==> config.mk <==
export PLATFORM = sky130hd
export DESIGN_NAME = simd_job_sched
export DESIGN_NICKNAME = d
export VERILOG_FILES = /design/src/rtl/simd_job_sched.sv
export SDC_FILE = /design/constraint.sdc
export NUM_CORES = 1
export LEC_CHECK = 0
export BUFFER_PORTS_ARGS = -buffer_cell sky130_fd_sc_hd__buf_4
export CAP_MARGIN = 20
export CORE_AREA = 2 2 214 216
export CTS_BUF_LIST = sky130_fd_sc_hd__clkbuf_16
export CTS_CLUSTER_SIZE = 8
export DETAILED_ROUTE_END_ITERATION = 8
export DIE_AREA = 0 0 216 218
export PLACE_DENSITY = 0.55
export SYNTH_ARGS = -nofsm -noshare
export SYNTH_HDL_FRONTEND = slang
export SYNTH_SLANG_ARGS = --single-unit
export TNS_END_PERCENT = 20
==> constraint.sdc <==
create_clock -name clk -period 5.1 [get_ports clk]
set_input_delay 1.02 -clock clk [delete_from_list [all_inputs] [get_ports clk]]
set_output_delay 1.02 -clock clk [all_outputs]
set_load 0.02 [all_outputs]
==> src/rtl/simd_job_sched.sv <==
// Job scheduler for the SIMD core. Two requesters post jobs, a round-robin arbiter picks one,
// then the block issues it, streams its operand beats, waits for the core to drain and pulses done.
module simd_job_sched #(
  parameter int DATA_W  = 128,
  parameter int INSTR_W = 3,
  parameter int SIZE_W  = 6,
  parameter int LAT     = 4
) (
  input  logic               clk,
  input  logic               reset,
  input  logic               req0_valid,
  input  logic [INSTR_W-1:0] req0_instr,
  input  logic [SIZE_W-1:0]  req0_size,
  output logic               req0_ready,
  input  logic               req1_valid,
  input  logic [INSTR_W-1:0] req1_instr,
  input  logic [SIZE_W-1:0]  req1_size,
  output logic               req1_ready,
  input  logic               opnd_valid,
  input  logic [DATA_W-1:0]  opnd_a,
  input  logic [DATA_W-1:0]  opnd_b,
  output logic               opnd_ready,
  output logic               simd_valid_instruction,
  output logic [INSTR_W-1:0] simd_instruction,
  output logic [SIZE_W-1:0]  simd_data_size,
  output logic               simd_valid_data,
  output logic [DATA_W-1:0]  simd_opa,
  output logic [DATA_W-1:0]  simd_opb,
  output logic               busy,
  output logic               done,
  output logic               done_id
);

  localparam int DW = (LAT < 1) ? 1 : $clog2(LAT + 1);
  localparam logic [DW-1:0] DRAIN_LAST = DW'(LAT - 1);

  typedef enum logic [2:0] {
    S_IDLE,
    S_ISSUE,
    S_STREAM,
    S_DRAIN,
    S_DONE
  } state_t;

  state_t              state_q, state_d;
  logic                last_grant_q, last_grant_d;
  logic                owner_q, owner_d;
  logic [INSTR_W-1:0]  instr_q, instr_d;
  logic [SIZE_W-1:0]   size_q, size_d;
  logic [SIZE_W-1:0]   beat_cnt_q, beat_cnt_d;
  logic [DW-1:0]       drain_cnt_q, drain_cnt_d;
  logic [DATA_W-1:0]   opa_q, opa_d;
  logic [DATA_W-1:0]   opb_q, opb_d;
  logic                vdata_q, vdata_d;

  logic                grant0, grant1, in_idle, beat;

  // Tie goes to the requester that was not granted last time.
  always_comb begin
    grant1  = req1_valid && (!req0_valid || !last_grant_q);
    grant0  = req0_valid && !grant1;
    in_idle = (state_q == S_IDLE) && reset;
    beat    = (state_q == S_STREAM) && opnd_valid;
  end

  always_comb begin
    state_d      = state_q;
    last_grant_d = last_grant_q;
    owner_d      = owner_q;
    instr_d      = instr_q;
    size_d       = size_q;
    beat_cnt_d   = beat_cnt_q;
    drain_cnt_d  = drain_cnt_q;
    opa_d        = opa_q;
    opb_d        = opb_q;
    vdata_d      = 1'b0;
    unique case (state_q)
      S_IDLE: begin
        if (grant0 || grant1) begin
          owner_d      = grant1;
          last_grant_d = grant1;
          instr_d      = grant1 ? req1_instr : req0_instr;
          size_d       = grant1 ? req1_size : req0_size;
          state_d      = S_ISSUE;
        end
      end
      S_ISSUE: begin
        beat_cnt_d  = '0;
        drain_cnt_d = '0;
        state_d     = (size_q == '0) ? S_DRAIN : S_STREAM;
      end
      S_STREAM: begin
        if (beat) begin
          opa_d   = opnd_a;
          opb_d   = opnd_b;
          vdata_d = 1'b1;
          if (beat_cnt_q == size_q - SIZE_W'(1)) begin
            beat_cnt_d = '0;
            state_d    = S_DRAIN;
          end else begin
            beat_cnt_d = beat_cnt_q + 1'b1;
          end
        end
      end
      S_DRAIN: begin
        if (drain_cnt_q == DRAIN_LAST) begin
          drain_cnt_d = '0;
          state_d     = S_DONE;
        end else begin
          drain_cnt_d = drain_cnt_q + 1'b1;
        end
      end
      S_DONE: begin
        state_d = S_IDLE;
      end
      default: begin
        state_d = S_IDLE;
      end
    endcase
  end

  // Reset clears the operand registers too, so an aborted job leaves nothing on the core bus.
  always_ff @(posedge clk) begin
    if (!reset) begin
      state_q      <= S_IDLE;
      last_grant_q <= 1'b1;
      owner_q      <= 1'b0;
      instr_q      <= '0;
      size_q       <= '0;
      beat_cnt_q   <= '0;
      drain_cnt_q  <= '0;
      opa_q        <= '0;
      opb_q        <= '0;
      vdata_q      <= 1'b0;
    end else begin
      state_q      <= state_d;
      last_grant_q <= last_grant_d;
      owner_q      <= owner_d;
      instr_q      <= instr_d;
      size_q       <= size_d;
      beat_cnt_q   <= beat_cnt_d;
      drain_cnt_q  <= drain_cnt_d;
      opa_q        <= opa_d;
      opb_q        <= opb_d;
      vdata_q      <= vdata_d;
    end
  end

  always_comb begin
    req0_ready             = in_idle && grant0;
    req1_ready             = in_idle && grant1;
    opnd_ready             = (state_q == S_STREAM);
    simd_valid_instruction = (state_q == S_ISSUE);
    simd_instruction       = (state_q != S_IDLE) ? instr_q : '0;
    simd_data_size         = (state_q != S_IDLE) ? size_q : '0;
    simd_valid_data        = vdata_q;
    simd_opa               = opa_q;
    simd_opb               = opb_q;
    busy                   = (state_q != S_IDLE);
    done                   = (state_q == S_DONE);
    done_id                = (state_q == S_DONE) && owner_q;
  end

endmodule

Word-level counts from Yosys, hierarchy flattened
Cells that the tools add are included.

Register bits after elaboration: 280. Latch bits: 0. Bits in writable memories: 0. ROM bits: 0. Output and inout port bits: 273. Memories: 0.

Add/subtract/negate cells: 3. Multipliers: 0. Divide/modulo/power cells: 0. $lt $le $gt $ge: 0. Equality and inequality tests: 10. Shift operators: 0. Mux-type cells: 16. Bitwise operators: 0. Reduce and logical (&&, ||, !) cells: 22.

Operators by type and width (number): $mux W6 (4); $mux W3 (7); $pmux W3 S4 (1); $pmux W6 S2 (1); $eq A3 B2 Y1 const B (3); $reduce_and A2 Y1 (4); $logic_and A1 B1 Y1 (7); $add A6 B1 Y6 const B (1); $eq A6 B6 Y1 (1); $logic_not A6 Y1 (1); $ne A2 B1 Y1 const B (3); $pmux W3 S2 (1); $sub A6 B1 Y6 const B (1); $reduce_and A4 Y1 (1); $reduce_bool A2 Y1 (2); $add A3 B1 Y3 const B (1); $eq A3 B1 Y1 const B (1); $eq A3 B3 Y1 const B (1); $logic_not A1 Y1 (3); $logic_not A3 Y1 (1); $reduce_bool A3 Y1 (1); $logic_or A1 B1 Y1 (2); $mux W1 (2); $ne A2 B2 Y1 const B (1).

Longest topological paths before layout
Word-level depth: 8. Depth in mapped cells: 9. Gate-level depth less buffers: 7.

Worst setup path before layout
No wires, ideal clock.

Path kind: input to output. Start: in reset. End: out req0_ready. Data arrival time: 2.337 ns. Data required time: 4.080 ns. Path slack: 1.743 ns. Cell stages on the path: 4. Path buffers: 2. Cell sequence: buf_2 > clkinv_1 > clkbuf_1 > nor4b_1.

Cells in the longest elaborated chain, start to end: 2.

RTL lines: from (decl) (RTL line 10) `input logic reset,`; $logic_and A1 B1 Y1 (RTL line 62) `in_idle = (state_q == S_IDLE) && reset;`; $logic_and A1 B1 Y1 (RTL line 150) `req0_ready = in_idle && grant0;`; to (decl) (RTL line 14) `output logic req0_ready,`.

No other way between the ends.

Final worst setup path
Ends and elaborated chain as after synthesis.

==> summary.txt <==
Route
  • Drt wl/cell: around 15 um
  • Detail Route Antenna Nets: 0
  • Initial DRC Count: 469
  • Vias post-DR: 10.37k
  • Post-DR vias/cell: 4.324
  • Drt total wl: 36110 um
  • # DRC: 0
  • DR pass1 iterations: 4

Layout
  • Fin util: 35.31%
  • Post-Layout Cell Count: 2399
  • Most frequent cells in the layout: buf_4 (557), nand2_1 (524), dfxtp_1 (280)
  • ANT cells: 0
  • Most common cell after layout, fill and taps aside: buf_4
  • Layout cells sized above 1: about 34%
  • Area growth syn-to-layout: 51.63%
  • Fin nets: approximately 2.1k
  • Fill count: 4746

STA
  • Worst slew margin: 30.03%
  • Fmax: 0.3267 GHz
  • Hold Vio Cnt, Final: 0
  • Final setup viols: 0
  • Slew @ Worst Pin: 1.050 ns
  • RSZ-0062 raised after global routing: false
  • Tmin final: 3.061 ns
  • Total negative slack: 0 ns
  • Final period util: 60.02%
  • Worst Clk Skew: 0.009607 ns
  • Final Max Tran Viols: 0
  • Setup ws final: 2.039 ns

Clock network
  • Clk Latency, worst-skew pair: 0.53 ns
  • Clock root buffer: clkbuf_16
  • Post-CTS setup buffer count: 0
  • Reg clk slew, reported paths: 0.05 ns
  • H-tree depth: 2
  • Clk sinks: 280
  • Inserted Clock Buffers: 41
  • CTS tree: yes
  • Max clock buf depth: 3
  • PostCTS Resize Cnt: 0
  • Post-CTS Hold Buffers: 0

Global routing
  • GRT met3 Usage: roughly 4.8%
  • Largest net degree at the start of global routing: 145
  • GR Layer Usage met1: 16.43%
  • GRT busiest layer: met2
  • GRT Overall Usage: 14.40%
  • First-pass GRT wire length: 54480 um
  • Initial antenna violation count: 0
  • Grt ovf: 0
  • Vias in the first global route: 9968
  • Met2 GRT Util: 25.02%

Place
  • Final RePlAce weighted congestion: 0.8228
  • PortBufs: roughly 550
  • DP Worst Slack: 2.078 ns
  • Detailed Place HPWL: 25520 um
  • Placed cells: 2351

Outcome
  • Outcome: complete, no violations

Worst setup path
  • Crit-path cells: buf_4 -> inv_8 -> nor4b_1 -> buf_4
  • CP dominant cell by count: buf_4
  • CP max FO: 93
  • Crit path arrival time: 2.04 ns
  • Slowest cell on crit path: nor4b_1
  • Critical path endpoint category: output port
  • CP max stage delay: 0.39 ns
  • CP Launch Type: primary input
  • Worst r2r path cells: 6
  • CP required: ~4.1 ns
  • WS Path Type: primary input to output port

Power
  • Power Dens Cells: 389.4 mW/mm^2
  • Static Leak: about 6.7 nW
  • Peak VDD IR: 0.2668 mV

Logic synthesis
  • Cell Area, Synth: about 0.010 mm^2
  • Post-Syn Nets: 1564
  • Synth Instances: approximately 1.3k
  • Syn. warnings: 0
  • Synthesized area per cell: approximately 8.2 um^2
  • Flops & latches, synth: 280
  • Register area share after synthesis: 53.61%
  • EDFF count, synth: 0
  • Yosys top cell by area: dfxtp_1
  • Top cell type's share of synthesized area: 53.61%
  • Synth area leaders: dfxtp_1 (54%), nand2_1 (19%), a21oi_1 (13%)
  • Netlist cell types: 49
  • Post-synth ARST share: 0%
  • Post-synth top flop: dfxtp_1

Flow run
  • Max-cap viol count: 0

Die
  • Initial Utilization: a little under a quarter
  • Die width: approximately 220 um
  • DIE AREA: 0.04709 mm^2
  • Die height: between 200 and 250 um
  • Core box area: approximately 0.045 mm^2
  • I/O pin count: approximately 550
  • Num rows: slightly below 80

Min path
  • Worst hold stages: 2
  • Hold WC Path Type: register to register
cells by family (layout without fill, tap and decap cells):
logic type	count (synthesis)	count (layout)	share of synthesized area [%]
DFF	280	280	53.61
muxes	10	10	0.9574
and+or+nand+nor	591	591	22.50
AOI/OAI and AO/OA	292	292	14.72
adders and majority gates	3	3	0.3591
xor gates and xnor gates	6	6	0.5026
buffers and inverters	100	617	7.348
area by class of cell:
| class | count | area [um^2] | area share [%] |
|---|---|---|---|
| clock inverters | 5 | 25.02 | 0.1579 |
| clock buffers | 43 | 1076 | 6.788 |
| repair buffers | 561 | 4262 | 26.88 |
| flip-flops and latches | 280 | 5605 | 35.36 |
| inverters | 8 | 38.79 | 0.2447 |
| multi-input cells | 902 | 4095 | 25.83 |
| well taps | 600 | 750.7 | 4.736 |
critical path: cells and delay by family:
family                 cells  cell delay (ns)
and+or+nand+nor            1             0.39
buffers and inverters      3             0.60
flip-flops by register name, indices dropped and copies added (netlist names):
register         flops
simd_opa           128
simd_opb           128
beat_cnt_q           6
size_q               6
drain_cnt_q          3
instr_q              3
state_q              3
last_grant_q         1
owner_q              1
simd_valid_data      1
synthesized netlist by cell type, types with 2 or more instances:
cell type	number
nand2_1	524
nand2b_1	5
a211oi_1	10
mux2i_1	10
nor2b_1	6
buf_4	8
o21ai_0	3
dfxtp_1	280
buf_6	46
nor2_1	24
clkbuf_1	32
nand3_1	5
and3_1	4
o2111ai_1	3
nor3_1	6
nor4b_1	2
xnor2_1	5
a21oi_1	262
o22ai_1	3
a21o_1	2
nor4_1	2
buf_2	4
inv_1	5
nor3b_1	3
ha_1	3
or3b_1	2
worst paths after layout:
check | start | endpoint | slack (ns)
min | drain_cnt_q[2] | drain_cnt_q[2] | 0.44
min reg2reg | drain_cnt_q[2] | drain_cnt_q[2] | 0.44
max | reset | req0_ready | 2.04
max reg2reg | state_q[2] | simd_opb[17] | 2.34
where the power goes:
part           leakage (nW)  internal (mW)  switching [mW]
clock network         0.547           1.47           0.924
logic                  3.86          0.539           0.764
registers              2.27           2.37           0.107
total                  6.68           4.38            1.80
through the flow:
| step | total power [mW] | hold slack, ns | cell area, um^2 |
|---|---|---|---|
| global route | 6.497 | 0.4683 | 15850 |
| CTS | 6.283 | 0.4376 | 15850 |
| global placement | 3.814 | 0.4299 | 14750 |
| floorplan | 3.310 | 0.4155 | 10460 |
| finish | 6.173 | 0.4361 | 15850 |
| detailed placement | 3.835 | 0.4296 | 14750 |
metal layers:
metal	wire length [um]	part of all wire [%]
met3	3081	8.5
met4	821	2.3
met2	17900	50
met1	14310	40
met5	0	0
Power figures use the tool's default switching activity.
